==> src/rtl/instruction_fetch_unit_pkg.sv <==
// Shared definitions for the instruction fetch stage: FSM states and the NOP
// that fills the output slot after reset.
package fetch_pkg;

   typedef enum logic [1:0] {
      IDLE   = 2'd0,
      FETCH  = 2'd1,
      HALTED = 2'd2
   } fetch_state_e;

   // addi x0, x0, 0
   localparam logic [31:0] NOP = 32'h0000_0013;

endpackage

==> src/rtl/instruction_fetch_unit_if.sv <==
// Fetch-to-decode output slot: one instruction plus its PC under valid/ready.
interface instruction_fetch_unit_if #(
   parameter int ADDR_WIDTH = 32,
   parameter int INST_WIDTH = 32
);
   logic                  if_valid;
   logic                  if_ready;
   logic [ADDR_WIDTH-1:0] if_pc;
   logic [INST_WIDTH-1:0] if_instr;

   modport master (output if_valid, if_pc, if_instr, input if_ready);
   modport slave  (input if_valid, if_pc, if_instr, output if_ready);
endinterface

==> src/rtl/instruction_fetch_unit_pc_gen.sv <==
// Next-PC selection for the fetch stage: a redirect beats sequential advance,
// and with neither the PC holds.
module fetch_pc_gen #(
   parameter int ADDR_WIDTH = 32
) (
   input  logic [ADDR_WIDTH-1:0] pc_q,
   input  logic                  redirect_en,
   input  logic [ADDR_WIDTH-1:0] redirect_pc,
   input  logic                  advance_en,
   output logic [ADDR_WIDTH-1:0] pc_d
);

   always_comb begin
      pc_d = pc_q;
      if (redirect_en) begin
         pc_d = redirect_pc;
      end else if (advance_en) begin
         // Wraps modulo 2^ADDR_WIDTH; the out-of-range halt stops fetch first.
         pc_d = pc_q + ADDR_WIDTH'(1);
      end
   end

endmodule

==> src/rtl/instruction_fetch_unit.sv <==
// Fetch stage: holds the word-addressed PC, drives the combinational imem
// address and registers the returned instruction into a single decode slot.
module instruction_fetch_unit
   import fetch_pkg::*;
#(
   parameter int                    ADDR_WIDTH = 32,
   parameter int                    INST_WIDTH = 32,
   parameter int                    IMEM_DEPTH = 1024,
   parameter logic [ADDR_WIDTH-1:0] RESET_PC   = '0
) (
   input  logic                  clk,
   input  logic                  rst_n,
   input  logic                  start,
   input  logic                  halt_req,
   input  logic                  redirect_valid,
   input  logic [ADDR_WIDTH-1:0] redirect_pc,
   output logic [ADDR_WIDTH-1:0] imem_addr,
   input  logic [INST_WIDTH-1:0] imem_instr,
   instruction_fetch_unit_if.master dec,
   output logic [1:0]            fetch_state,
   output logic                  pc_oob
);

   localparam logic [INST_WIDTH-1:0] NOP_W       = INST_WIDTH'(NOP);
   localparam logic [ADDR_WIDTH:0]   DEPTH_LIMIT = (ADDR_WIDTH+1)'(IMEM_DEPTH);

   fetch_state_e          state_q, state_d;
   logic [ADDR_WIDTH-1:0] pc_q, pc_d;
   logic                  if_valid_q, if_valid_d;
   logic [ADDR_WIDTH-1:0] if_pc_q, if_pc_d;
   logic [INST_WIDTH-1:0] if_instr_q, if_instr_d;
   logic                  pc_oob_q, pc_oob_d;

   logic in_fetch;
   logic slot_free;
   logic pc_in_range;
   logic redirect_en;
   logic oob_hit;
   logic capture;

   always_comb begin
      in_fetch    = (state_q == FETCH);
      slot_free   = !if_valid_q || dec.if_ready;
      pc_in_range = ({1'b0, pc_q} < DEPTH_LIMIT);
      redirect_en = in_fetch && redirect_valid;
      // A redirect replaces the PC before it is ever checked against the depth.
      oob_hit     = in_fetch && !redirect_valid && !pc_in_range;
      capture     = in_fetch && !redirect_valid && pc_in_range && slot_free;
   end

   fetch_pc_gen #(
      .ADDR_WIDTH (ADDR_WIDTH)
   ) u_pc_gen (
      .pc_q        (pc_q),
      .redirect_en (redirect_en),
      .redirect_pc (redirect_pc),
      .advance_en  (capture),
      .pc_d        (pc_d)
   );

   always_comb begin
      state_d    = state_q;
      if_valid_d = if_valid_q;
      if_pc_d    = if_pc_q;
      if_instr_d = if_instr_q;
      pc_oob_d   = pc_oob_q | oob_hit;

      // Flush wins even over a slot that decode is still stalling on.
      if (redirect_en) begin
         if_valid_d = 1'b0;
      end else if (capture) begin
         if_valid_d = 1'b1;
         if_pc_d    = pc_q;
         if_instr_d = imem_instr;
      end else if (slot_free) begin
         if_valid_d = 1'b0;
      end

      case (state_q)
         IDLE, HALTED: if (start) state_d = FETCH;
         FETCH:        if (halt_req || oob_hit) state_d = HALTED;
         default:      state_d = IDLE;
      endcase
   end

   always_ff @(posedge clk or negedge rst_n) begin
      if (!rst_n) begin
         state_q    <= IDLE;
         pc_q       <= RESET_PC;
         if_valid_q <= 1'b0;
         if_pc_q    <= '0;
         if_instr_q <= NOP_W;
         pc_oob_q   <= 1'b0;
      end else begin
         state_q    <= state_d;
         pc_q       <= pc_d;
         if_valid_q <= if_valid_d;
         if_pc_q    <= if_pc_d;
         if_instr_q <= if_instr_d;
         pc_oob_q   <= pc_oob_d;
      end
   end

   assign imem_addr    = pc_q;
   assign dec.if_valid = if_valid_q;
   assign dec.if_pc    = if_pc_q;
   assign dec.if_instr = if_instr_q;
   assign fetch_state  = state_q;
   assign pc_oob       = pc_oob_q;

endmodule
==> src/flat_wrapper.sv <==
// flat-port wrapper written by rule: the top's interface ports become plain ports
module instruction_fetch_unit_flat import fetch_pkg::*;
#(
   parameter int                    ADDR_WIDTH = 32,
   parameter int                    INST_WIDTH = 32,
   parameter int                    IMEM_DEPTH = 1024,
   parameter logic [ADDR_WIDTH-1:0] RESET_PC   = '0
)
  (clk, rst_n, start, halt_req, redirect_valid, redirect_pc, imem_addr, imem_instr, fetch_state, pc_oob, dec_if_valid, dec_if_pc, dec_if_instr, dec_if_ready);
  instruction_fetch_unit_if #(.ADDR_WIDTH(ADDR_WIDTH), .INST_WIDTH(INST_WIDTH)) dec_i ();
  input  logic clk;
  input  logic rst_n;
  input  logic start;
  input  logic halt_req;
  input  logic redirect_valid;
  input  logic [ADDR_WIDTH-1:0] redirect_pc;
  output logic [ADDR_WIDTH-1:0] imem_addr;
  input  logic [INST_WIDTH-1:0] imem_instr;
  output logic [1:0] fetch_state;
  output logic pc_oob;
  output wire logic [$bits(dec_i.if_valid)-1:0] dec_if_valid;
  output wire logic [$bits(dec_i.if_pc)-1:0] dec_if_pc;
  output wire logic [$bits(dec_i.if_instr)-1:0] dec_if_instr;
  input wire logic [$bits(dec_i.if_ready)-1:0] dec_if_ready;
  assign dec_if_valid = dec_i.if_valid;
  assign dec_if_pc = dec_i.if_pc;
  assign dec_if_instr = dec_i.if_instr;
  assign dec_i.if_ready = dec_if_ready;
  instruction_fetch_unit #(.ADDR_WIDTH(ADDR_WIDTH), .INST_WIDTH(INST_WIDTH), .IMEM_DEPTH(IMEM_DEPTH), .RESET_PC(RESET_PC)) u_core (.clk(clk), .rst_n(rst_n), .start(start), .halt_req(halt_req), .redirect_valid(redirect_valid), .redirect_pc(redirect_pc), .imem_addr(imem_addr), .imem_instr(imem_instr), .dec(dec_i), .fetch_state(fetch_state), .pc_oob(pc_oob));
endmodule
==> config.mk <==
export PLATFORM = sky130hd
export DESIGN_NAME = instruction_fetch_unit_flat
export DESIGN_NICKNAME = d
export VERILOG_FILES = /design/src/rtl/instruction_fetch_unit_pkg.sv /design/src/rtl/instruction_fetch_unit_if.sv /design/src/rtl/instruction_fetch_unit_pc_gen.sv /design/src/rtl/instruction_fetch_unit.sv /design/src/flat_wrapper.sv
export SDC_FILE = /design/constraint.sdc
export NUM_CORES = 1
export LEC_CHECK = 0
export CAP_MARGIN = 30
export CORE_MARGIN = 3
export CORE_UTILIZATION = 42
export CTS_CLUSTER_DIAMETER = 60
export DETAILED_ROUTE_END_ITERATION = 7
export PLACE_DENSITY = 0.8
export SYNTH_ARGS = -nofsm -noshare
export SYNTH_HDL_FRONTEND = slang
export SYNTH_SLANG_ARGS = --single-unit
==> constraint.sdc <==
create_clock -name clk -period 2.3 [get_ports clk]
set_clock_uncertainty 0.15 [all_clocks]
set_input_delay 0.345 -clock clk [delete_from_list [all_inputs] [get_ports clk]]
set_output_delay 0.345 -clock clk [all_outputs]
set_load 0.01 [all_outputs]
==> run metrics, run 1 <==
slowest cell on the critical path dfrtp_1; grt total ovfl 0; result of the run finished, final reports clean; most area-consuming cells after synthesis dfrtp_1 62%, mux2_2 12%, nand2_1 6.1%, nor2b_1 3.7%, dfstp_2 2.0%; number of instances resized during post-cts repair 0; number of DRC markers after the initial detailed-route iteration 89; overall die height 103 um; Maximum Capacitance Violations 0; signal arrival time at the worst endpoint 2.25 ns; required time at the worst-slack endpoint 2.39 ns; kind of end point of the critical path register; routed via count 3056; worst path cell trace nor4_1, nand4_1, buf_4, nor2_4, buf_12, mux2_2; met2 global-route usage 30.1%; maximum achievable frequency 0.463 GHz; wire length of the first global-routing pass 15.5 mm; Pwr Density 748 nW/um2; number of nets still failing antenna checks after routing 0; number of synthesized flops with an enable pin 0; first-pass detailed-route iteration total 4; proportion of synthesized flip-flops having asynchronous set or reset 100%; proportion of layout cells with a drive suffix above 1 15.4%; sequential fraction of the synthesis area 63.6%; number of global-route vias before repair 3185; commonest register cell after synthesis dfrtp_1; Worst Setup Slack post-DPL -0.0786 ns; row count 34; core area 8930 um2; count leader, synth dfrtp_1; global router's overall resource usage 18.5%; final hold viol count 0; headroom to the max-slew limit 65.8%; number of warnings reported in the yosys synthesis log 0; CTS root buf clkbuf_8; via-per-instance ratio 5.03; worst stage delay on the critical path 0.41 ns; synthesized area divided by synthesized cell count 12.2 um2; Pins Over Slew Limit 0; HPWL Detailed 6.96 mm; share of the synthesized area in the top cell type 61.6%; clock tree from TritonCTS done; final cycle utilization of the critical path 94.0%; Inserted Diodes 0; global routing usage on met3 6.22%; total number of H-tree levels 3; buffers plus inverters on the worst setup path 2; Post-Syn Area 3940 um2; most used standard cells in the synthesized netlist 97 x dfrtp_1, 64 x nand2_1, 43 x mux2_2, 23 x nor2b_1, 15 x nor2_1; startpoint types register; clock latency of the later-clocked register in the worst-skew pair 0.35 ns; die area 10600 um2; final instance area 5990 um2; flip-flop and latch count after synthesis 100; count of mapped cells out of synthesis 322; routability congestion estimate 0.742; horizontal die dimension 103 um; leakage component of the power 0.00272 uW; initial cell density of the core 44.1%; RSZ-0062 raised after global routing false; peak-usage layer in the global routing report met2; minimum clock period 2.16 ns; met1 capacity usage during global routing 23.7%; CTS sink count 100; number of buffers created by CTS 9; Cell Area, Placed 5760 um2; maximum clock path buffer count 2; Synth Net Count 393; worst slew pin tran 0.513 ns; top-level port count 170; launching element of the worst setup path u_core.imem_addr[17]$_DFFE_PN0P_; post-route setup slack 0.138 ns; clock-pin slew on the worst setup and hold paths 0.10 ns; total negative setup slack 0 ns; quantity of I/O buffers inserted on ports 169; largest fanout of any net on the critical path 48; VDD IR-drop max 0.465 mV; critical path's top delay family simple AND/OR/NAND/NOR gates; number of distinct library cell variants in the gate-level netlist after synthesis 42; Setup Crit Path Kind reg -> reg; initial antenna violation count 0; biggest area consumer among synthesized cells dfrtp_1; Synth-to-Final Area Change 52.0%; maximum number of pins on one net before global-route repair 75; wire per inst 15.8 um; final setup violating endpoints 0; overall routed net length 9.64 mm; residual DRC count 0; nets 566; reg2reg start u_core.imem_addr[17]$_DFFE_PN0P_; worst min path class in -> async
## where the power goes
part           total, uW  internal (uW)  switching (uW)
combinational       1100            651             450
clock               1160            541             619
sequential          2220           1980             233
total               4480           3180            1300
## stage by stage
step	std cells	power (uW)	utilization [%]	hold slack (ns)
floorplan	322	2620	-	-0.101
global placement	590	3320	64.5	0.124
detailed placement	590	3360	64.5	0.133
CTS	607	4530	66.9	0.280
global route	608	4750	67.0	0.301
finish	608	4480	67.0	0.288
## kinds of logic after synthesis
family / count (synthesis) / share of synthesized area, %
compound gates: 23 / 4.39
xor+xnor: 1 / 0.222
fa+ha+maj: 1 / 0.318
buf+inv: 20 / 2.80
flops: 100 / 63.6
mux: 44 / 12.6
simple gates: 133 / 16.1
## placed cells by master (no fill, tap or decap), types with 2 or more instances in the layout
cell and n:
clkdlybuf4s50_1 168, dfrtp_1 97, nand2_1 64, mux2_2 43, nor2b_1 23, nor2_1 15, clkbuf_8 10, buf_4 10
nor3_1 6, nor4_1 5, nand4_1 5, o21ai_0 4, nand2b_1 3, and4_1 3, and3_1 3, o21a_1 3
dfstp_2 3, and2_1 2, nand3_1 2, a211oi_1 2, a311oi_1 2, a31oi_1 2, clkinvlp_4 2, clkinv_4 2
buf_12 2
## per-layer routing
metal / wire length, um / vias up
li1: - / 1433
met1: 4110 / 1515
met2: 4640 / 101
met3: 795 / 7
met4: 91 / 0
met5: 0 / -
## final timing paths
path / to / slack [ns] / depth (start not counted)
max: u_core.dec.if_pc[8]$_DFFE_PN0P_ / 0.14 / 6
min: u_core.dec.if_pc[27]$_DFFE_PN0P_ / 0.29 / 2
max reg2reg: u_core.dec.if_pc[8]$_DFFE_PN0P_ / 0.14 / 6
min reg2reg: u_core.pc_oob$_DFF_PN0_ / 0.34 / 1
max in group asynchronous: u_core.imem_addr[7]$_DFFE_PN0P_ / 0.98 / 3
min in group clk: u_core.pc_oob$_DFF_PN0_ / 0.34 / 1
## flip-flops by register name, summed over array words and instances (netlist names)
| register | cells |
|---|---|
| u_core.dec.if_instr | 32 |
| u_core.dec.if_pc | 32 |
| u_core.imem_addr | 32 |
| u_core.fetch_state | 2 |
| u_core.dec.if_valid | 1 |
| u_core.pc_oob | 1 |
## layout make-up
cell class,count,area [um2]
Sequential cell,100,2510
Timing Repair Buffer,181,1810
Inverter,1,3.75
Fill cell,679,2950
Clock inverter,6,71.3
Clock buffer,10,138
Multi-Input combinational cell,202,1330
Tap cell,108,135
## worst reg2reg max path, stage by stage, from the launching register on
cell,delay (ns)
dfrtp_1,0.41
nor4_1,0.36
nand4_1,0.13
buf_4,0.18
nor2_4,0.16
buf_12,0.25
mux2_2,0.41
## repair_timing
action	in CTS	in global routing
setup endpoints to repair	0	44
hold endpoints to repair	23	0
setup buffers	0	1
hold buffers	1	0
Power figures use the tool's default switching activity.
==> run 2, diff against run 1 <==
HOLD_SLACK_MARGIN = 0.03   (was unset)
==> results of run 2 <==
Final layout, timing and power as in run 1 (identical DEF).
==> run 3, diff against run 2 <==
SETUP_SLACK_MARGIN = 0.2   (was unset)
==> run metrics, run 3 (synthesis results as in run 1) <==
required time at the worst-slack endpoint 2.40 ns (about the same); Pwr Density 739 nW/um2 (-1.2%); worst slew pin tran 0.496 ns (-0.0169 ns); CTS sink count 100 (unchanged); Multi-input gate area 1360 um2 (+2.3%); via-per-instance ratio 5.12 (+1.8%); global router's overall resource usage 19.1% (+0.62 points); CTS root buf clkbuf_8; leakage component of the power 0.00277 uW (+1.9%); wire length of the first global-routing pass 15.9 mm (+2.9%); nets 571 (+0.88%); quantity of I/O buffers inserted on ports 169 (unchanged); number of DRC markers after the initial detailed-route iteration 81 (-9.0%); number of nets still failing antenna checks after routing 0 (unchanged); minimum clock period 2.04 ns (-0.117 ns); worst min path class in -> async; proportion of layout cells with a drive suffix above 1 17.2% (+1.8 points); core area 8930 um2 (unchanged); buffers plus inverters on the worst setup path 2 (unchanged); die area 10600 um2 (unchanged); number of buffers created by CTS 9 (unchanged); headroom to the max-slew limit 66.9% (+1.1 points); global routing usage on met3 5.89% (-0.34 points); overall die height 103 um (unchanged); initial cell density of the core 44.1% (unchanged); initial antenna violation count 0 (unchanged); startpoint types register; wire per inst 16.7 um (+5.6%); VDD IR-drop max 0.475 mV (+2.3%); Setup Crit Path Kind reg -> reg; signal arrival time at the worst endpoint 2.14 ns (-0.11 ns); met2 global-route usage 31.2% (+1.1 points); row count 34 (unchanged); Cell Area, Placed 5760 um2 (unchanged); result of the run finished, final reports clean; clock latency of the later-clocked register in the worst-skew pair 0.37 ns (+0.02 ns); maximum achievable frequency 0.489 GHz (+5.7%); peak-usage layer in the global routing report met2; Worst Setup Slack post-DPL -0.0786 ns (unchanged); number of global-route vias before repair 3223 (+1.2%); met1 capacity usage during global routing 25.0% (+1.2 points); slowest cell on the critical path dfrtp_1; grt total ovfl 0 (unchanged); routed via count 3137 (+2.7%); final instance area 6130 um2 (+2.5%); top-level port count 170 (unchanged); worst path cell trace nor4_2, nand4_1, nor2_4, buf_12, clkbuf_16, mux2_2; critical path's top delay family simple AND/OR/NAND/NOR gates; Inserted Diodes 0 (unchanged); clock-pin slew on the worst setup and hold paths 0.10 ns (about the same); post-route setup slack 0.255 ns (+0.117 ns); kind of end point of the critical path register; total negative setup slack 0 ns (unchanged); maximum number of pins on one net before global-route repair 75 (unchanged); clock tree from TritonCTS done; residual DRC count 0 (unchanged); final cycle utilization of the critical path 88.9% (-5.1 points); Synth-to-Final Area Change 55.8%; final hold viol count 0 (unchanged); first-pass detailed-route iteration total 4 (unchanged); horizontal die dimension 103 um (unchanged); Maximum Capacitance Violations 0 (unchanged); fill cell instance count of the final layout 664 (-2.2%); HPWL Detailed 6.96 mm (unchanged); RSZ-0062 raised after global routing true; commonest non-fill, non-tap cell in the layout clkdlybuf4s50_1; worst stage delay on the critical path 0.43 ns (+0.02 ns); overall routed net length 10.3 mm (+6.4%); fin util 68.7% (+1.7 points); area occupied by registers 2510 um2 (unchanged); maximum clock path buffer count 2 (unchanged); routability congestion estimate 0.742 (unchanged); top library cells by usage in the layout, fill and taps aside 168 x clkdlybuf4s50_1, 97 x dfrtp_1, 64 x nand2_1; total number of H-tree levels 3 (unchanged); final setup violating endpoints 0 (unchanged); Pins Over Slew Limit 0 (unchanged); largest fanout of any net on the critical path 12 (-75%)
-- run 3: cell type report --
class | count | area share [%]
flip-flops and latches | 100 | 40.9
repair buffers | 186 | 31.4
multi-input cells | 202 | 22.1
clock buffers | 10 | 2.24
well taps | 108 | 2.20
clock inverters | 6 | 1.16
inverters | 1 | 0.0612
-- run 3: metal layers --
layer,up-vias,wire length [um]
met2,111,4960
met5,-,0
met4,0,105
met3,8,819
li1,1449,-
met1,1569,4370
-- run 3: final timing paths --
kind                                                  start                               end  slack, ns  cells past startpoint
max                        u_core.imem_addr[10]$_DFFE_PN0P_   u_core.dec.if_pc[9]$_DFFE_PN0P_       0.26                      6
min                                                   rst_n  u_core.dec.if_pc[27]$_DFFE_PN0P_       0.27                      2
max reg2reg                u_core.imem_addr[10]$_DFFE_PN0P_   u_core.dec.if_pc[9]$_DFFE_PN0P_       0.26                      6
min reg2reg                         u_core.pc_oob$_DFF_PN0_           u_core.pc_oob$_DFF_PN0_       0.34                      1
max in group asynchronous                             rst_n   u_core.imem_addr[7]$_DFFE_PN0P_       0.98                      3
min in group clk                    u_core.pc_oob$_DFF_PN0_           u_core.pc_oob$_DFF_PN0_       0.34                      1
-- run 3: metrics by stage --
step	instances	power, uW	hold slack [ns]
6_report	613	4530	0.275
5_1_grt	613	4790	0.301
4_1_cts	610	4550	0.280
3_5_place_dp	590	3360	0.133
3_3_place_gp	590	3320	0.124
2_1_floorplan	322	2620	-0.101
-- run 3: repair_timing --
| action | 4_1_cts | 5_1_grt |
|---|---|---|
| gates cloned | 1 | 2 |
| hold buffers | 1 | 0 |
| endpoints found under the hold margin | 26 | 0 |
| gates resized for setup | 3 | 6 |
| buffers inserted | 2 | 1 |
| pin swaps | 1 | 4 |
| setup endpoints to repair | 62 | 64 |
-- run 3: power by group --
part	leakage (uW)	internal, uW	switching, uW
Combinational	0.00138	661	454
Clock	0.0000991	541	636
Sequential	0.00130	1980	257
